===== config.mk =====
export PLATFORM = sky130hd
export DESIGN_NAME = serpar_seq_ctrl
export DESIGN_NICKNAME = d
export VERILOG_FILES = /design/src/rtl/serpar_seq_ctrl.sv
export SDC_FILE = /design/constraint.sdc
export NUM_CORES = 1
export LEC_CHECK = 0
export ABC_AREA = 1
export CAP_MARGIN = 5
export CORE_UTILIZATION = 49
export DETAILED_ROUTE_END_ITERATION = 8
export PLACE_DENSITY = 0.77
export SYNTH_ARGS = -nofsm -noshare
export SYNTH_HDL_FRONTEND = slang
export SYNTH_SLANG_ARGS = --single-unit

===== constraint.sdc =====
create_clock -name clk -period 1.6 [get_ports clk]
set_input_delay 0.32 -clock clk [delete_from_list [all_inputs] [get_ports clk]]
set_output_delay 0.32 -clock clk [all_outputs]
set_load 0.02 [all_outputs]

===== src/rtl/serpar_seq_ctrl.sv =====
// Sequencer for the byte-serial/parallel I/O buffer of the masked SKINNY-128-384+ core.
// Optional tweakey write-back state is enabled by defining SERPAR_TK_CAPTURE_EN.
module serpar_seq_ctrl #(
  parameter int unsigned BUF_BYTES = 112,
  parameter int unsigned OUT_BYTES = 32,
  parameter int unsigned CNT_W     = 7
) (
  input  logic clk,
  input  logic rst_n,
  input  logic clr,
  input  logic din_valid,
  output logic din_ready,
  output logic dout_valid,
  input  logic dout_ready,
  output logic core_start,
  input  logic core_done,
  output logic wr,
  output logic rd,
  output logic en,
  output logic ken,
  output logic busy
);

  localparam logic [2:0] IDLE = 3'd0;
  localparam logic [2:0] LOAD = 3'd1;
  localparam logic [2:0] GO   = 3'd2;
  localparam logic [2:0] RUN  = 3'd3;
  localparam logic [2:0] CAPT = 3'd4;
`ifdef SERPAR_TK_CAPTURE_EN
  localparam logic [2:0] CAPK = 3'd5;
`endif
  localparam logic [2:0] READ = 3'd6;

  localparam logic [CNT_W-1:0] LAST_IN  = CNT_W'(BUF_BYTES - 1);
  localparam logic [CNT_W-1:0] LAST_OUT = CNT_W'(OUT_BYTES - 1);
  localparam logic [CNT_W-1:0] CNT_ONE  = CNT_W'(1);

  logic [2:0]       state_q, state_d;
  logic [CNT_W-1:0] cnt_q, cnt_d;
  logic             in_phase;

  assign in_phase = (state_q == IDLE) || (state_q == LOAD);

  // Handshakes and strobes are suppressed in a clr cycle so nothing is half-accepted;
  // din_ready also drops while reset is held so every output is 0 in reset.
  assign din_ready  = rst_n & ~clr & in_phase;
  assign dout_valid = ~clr & (state_q == READ);
  assign wr         = din_valid & din_ready;
  assign rd         = dout_valid & dout_ready;
  assign core_start = ~clr & (state_q == GO);
  assign en         = ~clr & (state_q == CAPT);
`ifdef SERPAR_TK_CAPTURE_EN
  assign ken        = ~clr & (state_q == CAPK);
`else
  assign ken        = 1'b0;
`endif
  assign busy       = (state_q != IDLE);

  always_comb begin
    state_d = state_q;
    cnt_d   = cnt_q;
    case (state_q)
      IDLE, LOAD: begin
        // cnt is 0 in IDLE, so the first accept shares the LOAD counting path
        if (wr) begin
          if (cnt_q == LAST_IN) begin
            state_d = GO;
            cnt_d   = '0;
          end else begin
            state_d = LOAD;
            cnt_d   = cnt_q + CNT_ONE;
          end
        end
      end
      GO: state_d = RUN;
      RUN: begin
        if (core_done) state_d = CAPT;
      end
`ifdef SERPAR_TK_CAPTURE_EN
      CAPT: state_d = CAPK;
      CAPK: state_d = READ;
`else
      CAPT: state_d = READ;
`endif
      READ: begin
        if (rd) begin
          if (cnt_q == LAST_OUT) begin
            state_d = IDLE;
            cnt_d   = '0;
          end else begin
            cnt_d = cnt_q + CNT_ONE;
          end
        end
      end
      default: begin
        state_d = IDLE;
        cnt_d   = '0;
      end
    endcase
    if (clr) begin
      state_d = IDLE;
      cnt_d   = '0;
    end
  end

  always_ff @(posedge clk or negedge rst_n) begin
    if (!rst_n) begin
      state_q <= IDLE;
      cnt_q   <= '0;
    end else begin
      state_q <= state_d;
      cnt_q   <= cnt_d;
    end
  end

endmodule


==> key figures <==
Synth
  – Synth cell count leaders: nand2_1, inv_1, nand3_1
  – Flops & latches, synth: 10
  – Top FF cell, synth: dfrtp_1
  – Count of cell types in the netlist: 26
  – Cells after synthesis: 124
  – Syn_area_per_cell: 6.64 um^2
  – Top-count cell post-synth: nand2_1
  – Asr flop ratio synth: 1.00
  – Post-synth EDFFs: 0
  – Synth top area share: 0.304
  – Yosys warning count: 0
  – Mapped cell area: 823 um^2
  – Post-synthesis sequential area ratio: 0.304
  – Post-synth top area cell: dfrtp_1
  – Synth area leaders: dfrtp_1, nand2_1, inv_1, nand3_1, nor2_2
  – Post-synthesis net count: 131

Setup path
  – Crit path kind: reg2reg
  – Required @ worst endpoint: 1.77 ns
  – CP Launch Type: flop
  – Crit path DAT: 1.89 ns
  – Reg-to-Reg End: cnt_q[0]
  – Worst reg2reg startpoint: state_q[1]
  – CP Capture Type: flop
  – Reg2Reg Setup Slack: -0.12 ns
  – Worst R2R Path Depth: 11
  – Critical path peak fanout: 6

Clock tree
  – Clock latency at the later pin of the worst-skew pair: 0.28 ns
  – Clk sinks: 10
  – CTS tree: built
  – Cts-stage hold buffer count: 0
  – Clk slew on worst S/H paths: 0.08 ns
  – Max Root-Sink Buffers: 2
  – Cts bufs inserted: 3
  – CTS Root Cell: clkbuf_4
  – Number of H-tree levels: 1

Finish
  – Fin nets: 175
  – Filler cells: 107
  – Area Growth Syn to Fin: 52.7%
  – Share of cells above drive strength 1: 0.395
  – Diode count: 0
  – Layout Cells excl Fill: 183

Power and ir drop
  – Maximum VDD drop: 0.890 mV
  – Pwr/cell area: 1390 nW/um^2
  – Static leakage: 0.677 nW

Run status
  – Violated checks: negative setup slack
  – Status: finished, violations left

STA
  – Setup TNS: -1.02 ns
  – Final Worst Setup Slack: -0.117 ns
  – Crit path time final: 1.72 ns
  – Fmax: 0.582 GHz
  – WHS: 0.358 ns
  – Fin crit share: 1.07
  – RSZ-0062 raised after global routing: true
  – Clk_skew: 0.00778 ns
  – Final setup fails: 13
  – Final Hold Vio Count: 0
  – Max-slew violation count: 0

Global routing
  – Largest net degree at the start of global routing: 14
  – Total grt overflow: 0
  – Initial antenna violation count: 0
  – Overall Global Routing Usage: 0.257
  – Global-route wire length before repair: 3480 um
  – Vias in the first global route: 805

Hold path
  – Hold crit path type: in2async

Floorplanning
  – Initial core utilization: 0.534
  – Chip Height: 43.0 um
  – # IOs: 14
  – Placeable Area: 1540 um^2
  – DIE AREA: 1850 um^2
  – Width of the die: 43.0 um
  – Row Count: 14

Detailed routing
  – Iter 0 DRT Violations: 42
  – Final wirelength: 2620 um
  – ANT nets after route: 0
  – Pre-Repair DR Iteration Count: 4
  – Vias per Instance: 5.63
  – DRC viols: 0
  – Via Count: 1,031
  – WL/cell: 14.3 um

Placement
  – Port bufs: 12
  – Gp weighted congestion: 0.811
  – Cell Count Post-Placement: 172
  – Post-detail-place hpwl: 1580 um

Flow run
  – Max-Cap Viols: 0
## through the flow
step / total power [W] / setup WS, ns / instance area, um^2 / utilization
2_1_floorplan: 0.000883 / 0.0320 / 835 / -
3_3_place_gp: 0.00121 / -0.484 / 1120 / 0.727
3_5_place_dp: 0.00124 / -0.488 / 1120 / 0.727
6_report: 0.00174 / -0.117 / 1260 / 0.816
4_1_cts: 0.00151 / -0.149 / 1170 / 0.759
5_1_grt: 0.00183 / -0.191 / 1260 / 0.816
## critical path, cell delays in order (launching register included)
cell and delay (ns):
dfrtp_2 0.45, buf_4 0.14, buf_6 0.10, nand2_1 0.06, inv_1 0.05, buf_4 0.12
o211ai_1 0.18, buf_4 0.19, nand3_2 0.06, buf_6 0.15, nand2_1 0.05, o21ai_1 0.06
## logic make-up (layout without fill, tap and decap cells)
| kind of cell | after synthesis | after routing | share of synthesized area |
|---|---|---|---|
| simple gates | 77 | 78 | 0.444 |
| buf+inv | 21 | 63 | 0.114 |
| compound gates | 13 | 13 | 0.108 |
| flops | 10 | 10 | 0.304 |
| fa+ha+maj | 1 | 1 | 0.0152 |
| other cells | 1 | 1 | 0.00455 |
| xor+xnor | 1 | 1 | 0.0106 |
## timing repair
action                                  4_1_cts  5_1_grt
setup buffers                                 2        4
pin swaps                                     5        7
gates cloned                                  0        1
endpoints found under the setup margin       14       17
resized for setup                            35       16
## layer usage
layer,wire [um],global-route usage
met1,1070,0.339
met2,1230,0.412
met3,200,0.0426
met4,119,0.109
met5,0,0
## sequential cells by signal, summed over array words and instances (netlist names)
signal / count
cnt_q: 7
state_q: 3
## area by class of cell
type	count	area, um^2	share of cell area
clock buffer	4	36.3	0.0289
timing repair buffer	41	335	0.267
inverter	18	67.6	0.0537
tap	16	20.0	0.0159
multi-input combinational	94	546	0.434
sequential	10	253	0.201
## worst max path at each step
stage,start,slack [ns],endpoint,cells past startpoint
final,state_q[1],-0.12,cnt_q[0],11
after global routing,state_q[1],-0.19,cnt_q[0],11
after CTS,state_q[0],-0.15,wr,6
after detailed placement,clr,-0.49,en,4
after global placement,clr,-0.48,en,4
after floorplan,state_q[1],0.03,wr,5
## power breakdown
part | switching [W] | internal, W | total, W
registers | 0.0000689 | 0.000305 | 0.000374
logic | 0.000641 | 0.000486 | 0.00113
clock network | 0.000103 | 0.000138 | 0.000241
## cells in the final DEF (no fill, tap or decap), types with 4 or more instances in the layout
cell and n:
nor2_4 4, nand3_1 11, inv_2 4, buf_4 30, o21ai_2 4, nor2_1 9, nand2_1 38, inv_1 14
buf_6 4, dfrtp_1 8
Note: power is estimated with default switching activity, not from simulation.
==> variant (config.mk and constraints unchanged) <==
Build with the macro `SERPAR_TK_CAPTURE_EN` defined.
--- a/src/rtl/serpar_seq_ctrl.sv
+++ b/src/rtl/serpar_seq_ctrl.sv
@@ -1,5 +1,7 @@
 // Sequencer for the byte-serial/parallel I/O buffer of the masked SKINNY-128-384+ core.
 // Optional tweakey write-back state is enabled by defining SERPAR_TK_CAPTURE_EN.
+`define SERPAR_TK_CAPTURE_EN
+
 module serpar_seq_ctrl #(
   parameter int unsigned BUF_BYTES = 112,
   parameter int unsigned OUT_BYTES = 32,
Behaviour: same outputs for any inputs over 10 cycles, from zero or initial values and one cycle with rst_n low; that may be too few to reach the edited logic, so the function may still have changed.
==> variant against the unedited design <==
Routed wire length decreased by 4.1%; cell count grew 13%; sequential cell count is the same; count of clock-buffer cells in the layout unchanged; critical path type is now flop to output port; non-clock buffer count fell by 3; worst setup slack better by 0.086 ns; synthesized area is 9.4% higher; design area is 5.8% higher; the flow still finishes with violations (negative setup slack); global-route usage increased by 1.8 points.
Power is not compared: it rests on default switching activity, and its combinational part moved more than twofold at a synthesized area within 25%.
==> variant: results (changes against the unedited design) <==
- Slowest-stage cell, CP: dfrtp_1 (was dfrtp_2)
- Status: finished with violations (unchanged)
- NumNets Final: 192 (was 175)
- Gpl congestion: 0.8508 (was 0.8105)
- Crit Path Class: flop to output port (was flop to flop)
- M1 GR Usage: 31.67% (was 33.86%)
- Synth cell count leaders: 43 x nand2_1, 16 x nand3_1, 15 x inv_1 (was 39 x nand2_1, 17 x inv_1, 11 x nand3_1)
- Buffers on Ports: 13 (was 12)
- M2 GR Usage: 50.88% (was 41.21%)
- Post-DP Area: 1235 um2 (was 1121 um2)
- FILL cells: 141 (was 107)
- Tot GR Track Use: 27.46% (was 25.66%)
- Setup WS pre-CTS: -0.5021 ns (was -0.4879 ns)
- Yosys cell types: 25 (was 26)
- Post-synthesis sequential area ratio: 27.78% (was 30.40%)
- Failing checks: negative setup slack (unchanged)
- Largest stage delay, worst path: 0.42 ns (was 0.45 ns)
- Worst setup margin: -0.03083 ns (was -0.1173 ns)
- Metal-1 WL: 1026 um (was 1069 um)
- CP top delay family: flip-flops (was buffers and inverters)
- Top post-synthesis cells by area: dfrtp_1 28%, nand2_1 18%, nand3_1 8.9% (was dfrtp_1 30%, nand2_1 18%, inv_1 7.8%)
- Vias after detailed routing: 1059 (was 1031)
- Metal2 WL: 1314 um (was 1232 um)
- Number of global-route vias before repair: 979 (was 805)
- Cells after Synth: 141 (was 124)
- Starting DRT DRC Count: 32 (was 42)
- WHS: 0.3849 ns (was 0.3583 ns)
- Clk_skew: 0.008655 ns (was 0.007777 ns)
- Setup TNS Final: -0.03083 ns (was -1.022 ns)
- FF-to-FF End: state_q[0]$_DFFE_PN0P_ (was cnt_q[0]$_DFFE_PN0P_)
- Setup violators final: 1 (was 13)
- Largest net degree at the start of global routing: 12 (was 14)
- First-pass GRT wire length: 4050 um (was 3477 um)
- Worst-case reg-to-reg path depth: 10 (was 11)
==> variant: cell types whose count changed after synthesis, sizes merged, moves of 3 or more <==
cell and delta:
inv +3, nand2 +5, nand3 +6, ha +3
==> variant: repair_timing <==
action | CTS | global route
resized for setup | 40 | 17
endpoints found under the hold margin | 0 | 0
buffers inserted | 1 | 0
pin swaps | 0 | 4
endpoints found under the setup margin | 8 | 16
==> variant: cell type report <==
cell class	count	area, um2	share of cell area (%)
multi-input combinational	107	634.4	47.70
timing repair buffer	38	292.8	22.01
sequential	10	250.2	18.81
inverter	22	85.08	6.397
clock buffer	4	36.28	2.728
tap	25	31.28	2.352
==> variant: logic make-up (layout without fill, tap and decap cells) <==
group	count (synthesis)	after routing	share of synthesized area [%]
simple gates	90	90	47.22
buf+inv	24	64	10.55
compound gates	12	12	7.916
flops	10	10	27.78
fa+ha+maj	4	4	5.556
xor+xnor	1	1	0.9724
